<file path="config.mk">
export PLATFORM = sky130hd
export DESIGN_NAME = serial_async_tx_buf
export DESIGN_NICKNAME = d
export VERILOG_FILES = /design/src/rtl/serial_async_tx_buf.sv
export SDC_FILE = /design/constraint.sdc
export NUM_CORES = 1
export LEC_CHECK = 0
export ABC_AREA = 1
export CORE_UTILIZATION = 30
export DETAILED_ROUTE_END_ITERATION = 12
export DONT_BUFFER_PORTS = 1
export GPL_ROUTABILITY_DRIVEN = 0
export GPL_TIMING_DRIVEN = 0
export SLEW_MARGIN = 10
export SYNTH_ARGS = -nofsm -noshare
export SYNTH_HDL_FRONTEND = slang
export SYNTH_SLANG_ARGS = --single-unit
</file>
<file path="constraint.sdc">
create_clock -name serial_clk -period 3.2 [get_ports serial_clk]
set_input_delay 0.64 -clock serial_clk [delete_from_list [all_inputs] [get_ports serial_clk]]
set_output_delay 0.64 -clock serial_clk [all_outputs]
set_load 0.01 [all_outputs]
</file>
<file path="src/rtl/serial_async_tx_buf.sv">
// ---------------------------------------------------------------------------
// serial_async_tx_buf
//   Buffered asynchronous serial transmitter. Words are queued in a small
//   FIFO and shifted out one bit per serial_clk cycle as
//   start(0) + data + optional parity + stop(1) frames. Frames are sent
//   back to back while words remain queued.
//
// Ports
//   serial_clk      in   bit-rate clock, rising edge
//   in_rst          in   asynchronous active-high reset
//   in_wr           in   write strobe, one word per asserted edge
//   in_data         in   word to enqueue [BITS]
//   in_parity_mode  in   00 none, 01 even, 10 odd, 11 mark
//   out_serial      out  serial line, idle high
//   out_busy        out  frame in progress
//   out_full        out  FIFO holds FIFO_DEPTH words
//   out_empty       out  FIFO holds no words
//   out_level       out  words in FIFO
//   out_overflow    out  sticky, write attempted while full
//   out_word_done   out  high during the last stop-bit cycle of a frame
//
// FSM states
//   state    | meaning
//   S_IDLE   | line high, waiting for a queued word
//   S_START  | start bit (0), one cycle
//   S_DATA   | BITS data bits, order set by LOWBIT_FIRST
//   S_PARITY | parity bit, only when the latched mode is not 00
//   S_STOP   | STOP_BITS stop bits (1); last one may pop the next word
// ---------------------------------------------------------------------------
module serial_async_tx_buf #(
    parameter int   BITS         = 8,
    parameter int   FIFO_DEPTH   = 16,
    parameter int   STOP_BITS    = 1,
    parameter logic LOWBIT_FIRST = 1'b1
) (
    input  logic                          serial_clk,
    input  logic                          in_rst,
    input  logic                          in_wr,
    input  logic [BITS-1:0]               in_data,
    input  logic [1:0]                    in_parity_mode,
    output logic                          out_serial,
    output logic                          out_busy,
    output logic                          out_full,
    output logic                          out_empty,
    output logic [$clog2(FIFO_DEPTH):0]   out_level,
    output logic                          out_overflow,
    output logic                          out_word_done
);

    localparam int AW = $clog2(FIFO_DEPTH);
    localparam int LW = AW + 1;
    localparam int CW = $clog2(BITS + 1);

    localparam logic [LW-1:0] C_DEPTH     = LW'(FIFO_DEPTH);
    localparam logic [CW-1:0] C_DATA_LAST = CW'(BITS - 1);
    localparam logic [CW-1:0] C_STOP_LAST = CW'(STOP_BITS - 1);

    typedef enum logic [2:0] {
        S_IDLE,
        S_START,
        S_DATA,
        S_PARITY,
        S_STOP
    } state_t;

    logic [BITS-1:0] r_mem [FIFO_DEPTH];
    logic [AW-1:0]   r_wr_ptr;
    logic [AW-1:0]   r_rd_ptr;
    logic [LW-1:0]   r_level;
    logic            r_overflow;

    state_t          r_state;
    state_t          w_state_nxt;
    logic [BITS-1:0] r_shift;
    logic [CW-1:0]   r_cnt;
    logic [1:0]      r_mode;
    logic            r_par_bit;

    logic            w_full;
    logic            w_empty;
    logic            w_wr_en;
    logic            w_pop;
    logic            w_shift;
    logic            w_cnt_ld_data;
    logic            w_cnt_ld_stop;
    logic            w_cnt_dec;
    logic            w_cnt_tc;
    logic [BITS-1:0] w_head;
    logic            w_par_nxt;
    logic            w_data_bit;

    assign w_full   = (r_level == C_DEPTH);
    assign w_empty  = (r_level == '0);
    // Full is judged before the edge, so a concurrent pop never rescues a write.
    assign w_wr_en  = in_wr && !w_full;
    assign w_cnt_tc = (r_cnt == '0);
    assign w_head   = r_mem[r_rd_ptr];

    // Parity is fixed at pop time from the word and the mode sampled then.
    always_comb begin
        w_par_nxt = 1'b0;
        case (in_parity_mode)
            2'b01:   w_par_nxt = ^w_head;
            2'b10:   w_par_nxt = ~^w_head;
            2'b11:   w_par_nxt = 1'b1;
            default: w_par_nxt = 1'b0;
        endcase
    end

    assign w_data_bit = LOWBIT_FIRST ? r_shift[0] : r_shift[BITS-1];

    // ---------------- FIFO ----------------
    always_ff @(posedge serial_clk) begin
        if (w_wr_en) begin
            r_mem[r_wr_ptr] <= in_data;
        end
    end

    always_ff @(posedge serial_clk or posedge in_rst) begin
        if (in_rst) begin
            r_wr_ptr   <= '0;
            r_rd_ptr   <= '0;
            r_level    <= '0;
            r_overflow <= 1'b0;
        end else begin
            if (w_wr_en) begin
                r_wr_ptr <= r_wr_ptr + AW'(1);
            end
            if (w_pop) begin
                r_rd_ptr <= r_rd_ptr + AW'(1);
            end
            case ({w_wr_en, w_pop})
                2'b10:   r_level <= r_level + LW'(1);
                2'b01:   r_level <= r_level - LW'(1);
                default: r_level <= r_level;
            endcase
            if (in_wr && w_full) begin
                r_overflow <= 1'b1;
            end
        end
    end

    // ---------------- FSM ----------------
    always_ff @(posedge serial_clk or posedge in_rst) begin
        if (in_rst) begin
            r_state <= S_IDLE;
        end else begin
            r_state <= w_state_nxt;
        end
    end

    always_comb begin
        w_state_nxt   = r_state;
        w_pop         = 1'b0;
        w_shift       = 1'b0;
        w_cnt_ld_data = 1'b0;
        w_cnt_ld_stop = 1'b0;
        w_cnt_dec     = 1'b0;
        case (r_state)
            S_IDLE: begin
                if (!w_empty) begin
                    w_pop       = 1'b1;
                    w_state_nxt = S_START;
                end
            end
            S_START: begin
                w_cnt_ld_data = 1'b1;
                w_state_nxt   = S_DATA;
            end
            S_DATA: begin
                if (w_cnt_tc) begin
                    if (r_mode != 2'b00) begin
                        w_state_nxt = S_PARITY;
                    end else begin
                        w_cnt_ld_stop = 1'b1;
                        w_state_nxt   = S_STOP;
                    end
                end else begin
                    w_cnt_dec = 1'b1;
                    w_shift   = 1'b1;
                end
            end
            S_PARITY: begin
                w_cnt_ld_stop = 1'b1;
                w_state_nxt   = S_STOP;
            end
            S_STOP: begin
                if (w_cnt_tc) begin
                    // Chain straight into the next frame when a word is waiting.
                    if (!w_empty) begin
                        w_pop       = 1'b1;
                        w_state_nxt = S_START;
                    end else begin
                        w_state_nxt = S_IDLE;
                    end
                end else begin
                    w_cnt_dec = 1'b1;
                end
            end
            default: w_state_nxt = S_IDLE;
        endcase
    end

    // ---------------- datapath ----------------
    always_ff @(posedge serial_clk or posedge in_rst) begin
        if (in_rst) begin
            r_shift   <= '0;
            r_mode    <= 2'b00;
            r_par_bit <= 1'b0;
            r_cnt     <= '0;
        end else begin
            if (w_pop) begin
                r_shift   <= w_head;
                r_mode    <= in_parity_mode;
                r_par_bit <= w_par_nxt;
            end else if (w_shift) begin
                r_shift <= LOWBIT_FIRST ? (r_shift >> 1) : (r_shift << 1);
            end
            if (w_cnt_ld_data) begin
                r_cnt <= C_DATA_LAST;
            end else if (w_cnt_ld_stop) begin
                r_cnt <= C_STOP_LAST;
            end else if (w_cnt_dec) begin
                r_cnt <= r_cnt - CW'(1);
            end
        end
    end

    // ---------------- outputs ----------------
    always_comb begin
        out_serial = 1'b1;
        case (r_state)
            S_IDLE:   out_serial = 1'b1;
            S_START:  out_serial = 1'b0;
            S_DATA:   out_serial = w_data_bit;
            S_PARITY: out_serial = r_par_bit;
            S_STOP:   out_serial = 1'b1;
            default:  out_serial = 1'b1;
        endcase
    end

    assign out_busy      = (r_state != S_IDLE);
    assign out_full      = w_full;
    assign out_empty     = w_empty;
    assign out_level     = r_level;
    assign out_overflow  = r_overflow;
    assign out_word_done = (r_state == S_STOP) && w_cnt_tc;

endmodule

</file>
==> flow_metrics.tcl <==
set metrics [dict create \
    drt-pass1-iter-count 5 \
    seq_area_sq_mm 0.00464 \
    core_area_sq_mm 0.0236 \
    start_util_pct 30.8 \
    crit_path_max_fanout 10 \
    cts_buffers 17 \
    grt_pass1_vias 4769 \
    final_cell_mix "nand2_1 (257), edfxtp_1 (128), inv_1 (84), nand3_1 (84), nor2_1 (45)" \
    placed_area_sq_mm 0.00768 \
    die-area_sq_mm 0.0249 \
    synthCells 745 \
    ys_top_cells_by_area "edfxtp_1 (53%), nand2_1 (13%), dfrtp_1 (11%), nand3_1 (5.8%), inv_1 (4.4%)" \
    cp_data_required_time_ps 3530 \
    finClkSkew_ps 13.0 \
    cts.sinks 160 \
    design_area_sq_mm 0.00827 \
    antenna_found_initial 0 \
    grt_max_degree 33 \
    grt_overflow 0 \
    hold_viol_final 0 \
    rrSetupSlack_ps 360 \
    hold_path_class "primary input to asynchronous set/reset pin" \
    ys_ff_latch 160 \
    die_y_um 158 \
    setup.worst_path.start "r_cnt[0]" \
    yosys_warnings 0 \
    fillers 2389 \
    drive_above_1_share_pct 9.01 \
    wl_per_cell_um 15.6 \
    rows 56 \
    ys_seq_area_share_pct 63.8 \
    vias 5010 \
    max_freq_mhz 352 \
    tritoncts "built" \
    grt_pass1_wl_um 26900 \
    worst_pin_slew_ps 1020 \
    fin_nets 787 \
    critPathCapture "out_level[4]" \
    die_w_um 158 \
    final_max_slew_viol_count 0 \
    timing.rr.start "r_cnt[0]" \
    clock-root-buffer "clkbuf_16" \
    netlist.area_leader.share_pct 52.8 \
    setup_violations 0 \
    arrival_ps 3170 \
    fin_crit_ps 2840 \
    io_buffer_count 0 \
    reg2regPathDepth 15 \
    finalCoreUtilization_pct 35.0 \
    routed_wl_um 17100 \
    r2r_end "out_level[4]" \
    final_antenna_net_count 0 \
    h-tree-depth 4 \
    fin_tns_setup_ps 0 \
    vdd_drop_max_mv 0.473 \
    yosysUniqueCellTypes 31 \
    syn_nets 768 \
    cp-start-kind "flip-flop" \
    path_class "flip-flop to flip-flop" \
    maxCapViolCount 0 \
    final_common_cell "nand2_1" \
    status "completed" \
    drt-initial-drc-count 413 \
    synth.largest_area_cell "edfxtp_1" \
    max_slew_margin_pct 31.7 \
    clk_path_buf_depth 2 \
    rsz0062_at_grt "no" \
    grt.total_usage_pct 14.8 \
    drc 0 \
    n_antenna_cell 0 \
    clk_latency_ps 430 \
    hpwl_um 11500 \
    endpoint_kind "flip-flop" \
    multi_input_area_sq_mm 0.00211 \
    viasPerCell 4.57 \
    fin_hold_ws_ps 214 \
    p_per_area_mw_per_mm2 999 \
    leakagePower_uw 0.00351 \
    avgSynthCellArea_sq_um 9.77 \
    syn_area_sq_mm 0.00728 \
    post-route-period-util_pct 88.9 \
    clk_pin_slew_ps 70 \
    post_cts_buffers 0 \
    area_delta_synth_final_pct 13.7 \
    cts_hold_buf 0 \
    ioPinCount 24 \
]
==> state kept, by name, summed over array words and instances, names as in the netlist, 2 cells and up <==
register / cells
r_mem: 128
r_shift: 8
r_wr_ptr: 4
r_mode: 2
r_rd_ptr: 4
r_cnt: 4
r_state: 3
out_level: 5
==> repair_timing <==
| item | CTS | global route |
|---|---|---|
| setup endpoints to repair | 0 | 1 |
| hold endpoints to repair | 0 | 0 |
| gates resized for setup | 0 | 1 |
==> where the power goes <==
group	internal [uW]	switching [uW]
sequential	2630	198
clock	1120	909
combinational	1070	2340
total	4830	3440
==> layer usage <==
| metal | GRT usage [%] | up-vias | share of wire (%) |
|---|---|---|---|
| li1 | - | 2467 | - |
| met1 | 20.3 | 2389 | 48 |
| met2 | 23.1 | 137 | 45 |
| met3 | 3.31 | 17 | 5.8 |
| met4 | 4.48 | 0 | 1.3 |
| met5 | 0 | - | 0 |
==> cells by family (layout without fill, tap and decap cells) <==
| group | Yosys count | after routing | synth area share (%) |
|---|---|---|---|
| AOI/OAI and AO/OA | 46 | 46 | 3.70 |
| adders and majority gates | 10 | 10 | 1.72 |
| buffers and inverters | 122 | 154 | 7.29 |
| and+or+nand+nor | 396 | 396 | 22.2 |
| xor gates and xnor gates | 11 | 11 | 1.32 |
| DFF | 160 | 160 | 63.8 |
==> cell type report <==
type                            instances  area share (%)
Buffer                                 28            2.10
Multi-Input combinational cell        463            25.5
Clock buffer                           18            5.31
Sequential cell                       160            56.1
Inverter                               94            4.31
Tap cell                              319            4.82
Clock inverter                         14            1.81
==> worst max-delay path, cell delays in order, from the launching register on <==
cell	delay (ps)
dfrtp_1	360
inv_1	120
ha_1	160
nand3_1	140
a21oi_1	420
buf_2	340
ha_1	320
xor2_1	230
ha_1	180
inv_1	40
nand2_1	100
nand3_1	100
nand3_1	90
nand2_1	50
nand2_1	50
nand2_1	40
==> worst min path at each step <==
stage | cells after the start | from | end
final | 1 | in_rst | r_state[2]
after global routing | 1 | in_rst | r_cnt[3]
after CTS | 1 | in_rst | r_state[2]
after detailed placement | 2 | r_mode[0] | r_mode[0]
after global placement | 2 | r_mode[1] | r_mode[1]
after floorplan | 2 | r_par_bit | r_par_bit
==> cells in the mapped netlist (all sizes together) <==
cell type,instances
nand2,258
edfxtp,128
inv,91
nand3,84
nor2,45
dfrtp,32
o21ai,31
buf,26
ha,10
xor2,8
o221ai,5
a21oi,4
clkinv,3
nand4,3
nor3,3
o211ai,3
xnor2,3
clkbuf,2
nor4,2
a31o,1
a31oi,1
nor3b,1
o21bai,1
==> metrics by stage <==
stage | power (uW) | std cells | setup slack, ps
4_1_cts | 8290 | 1096 | 184
5_1_grt | 8890 | 1096 | 80.5
3_5_place_dp | 6250 | 1064 | 211
6_report | 8270 | 1096 | 355
2_1_floorplan | 5340 | 745 | 758
3_3_place_gp | 6200 | 1064 | 210
(Power assumes the default switching activity.)
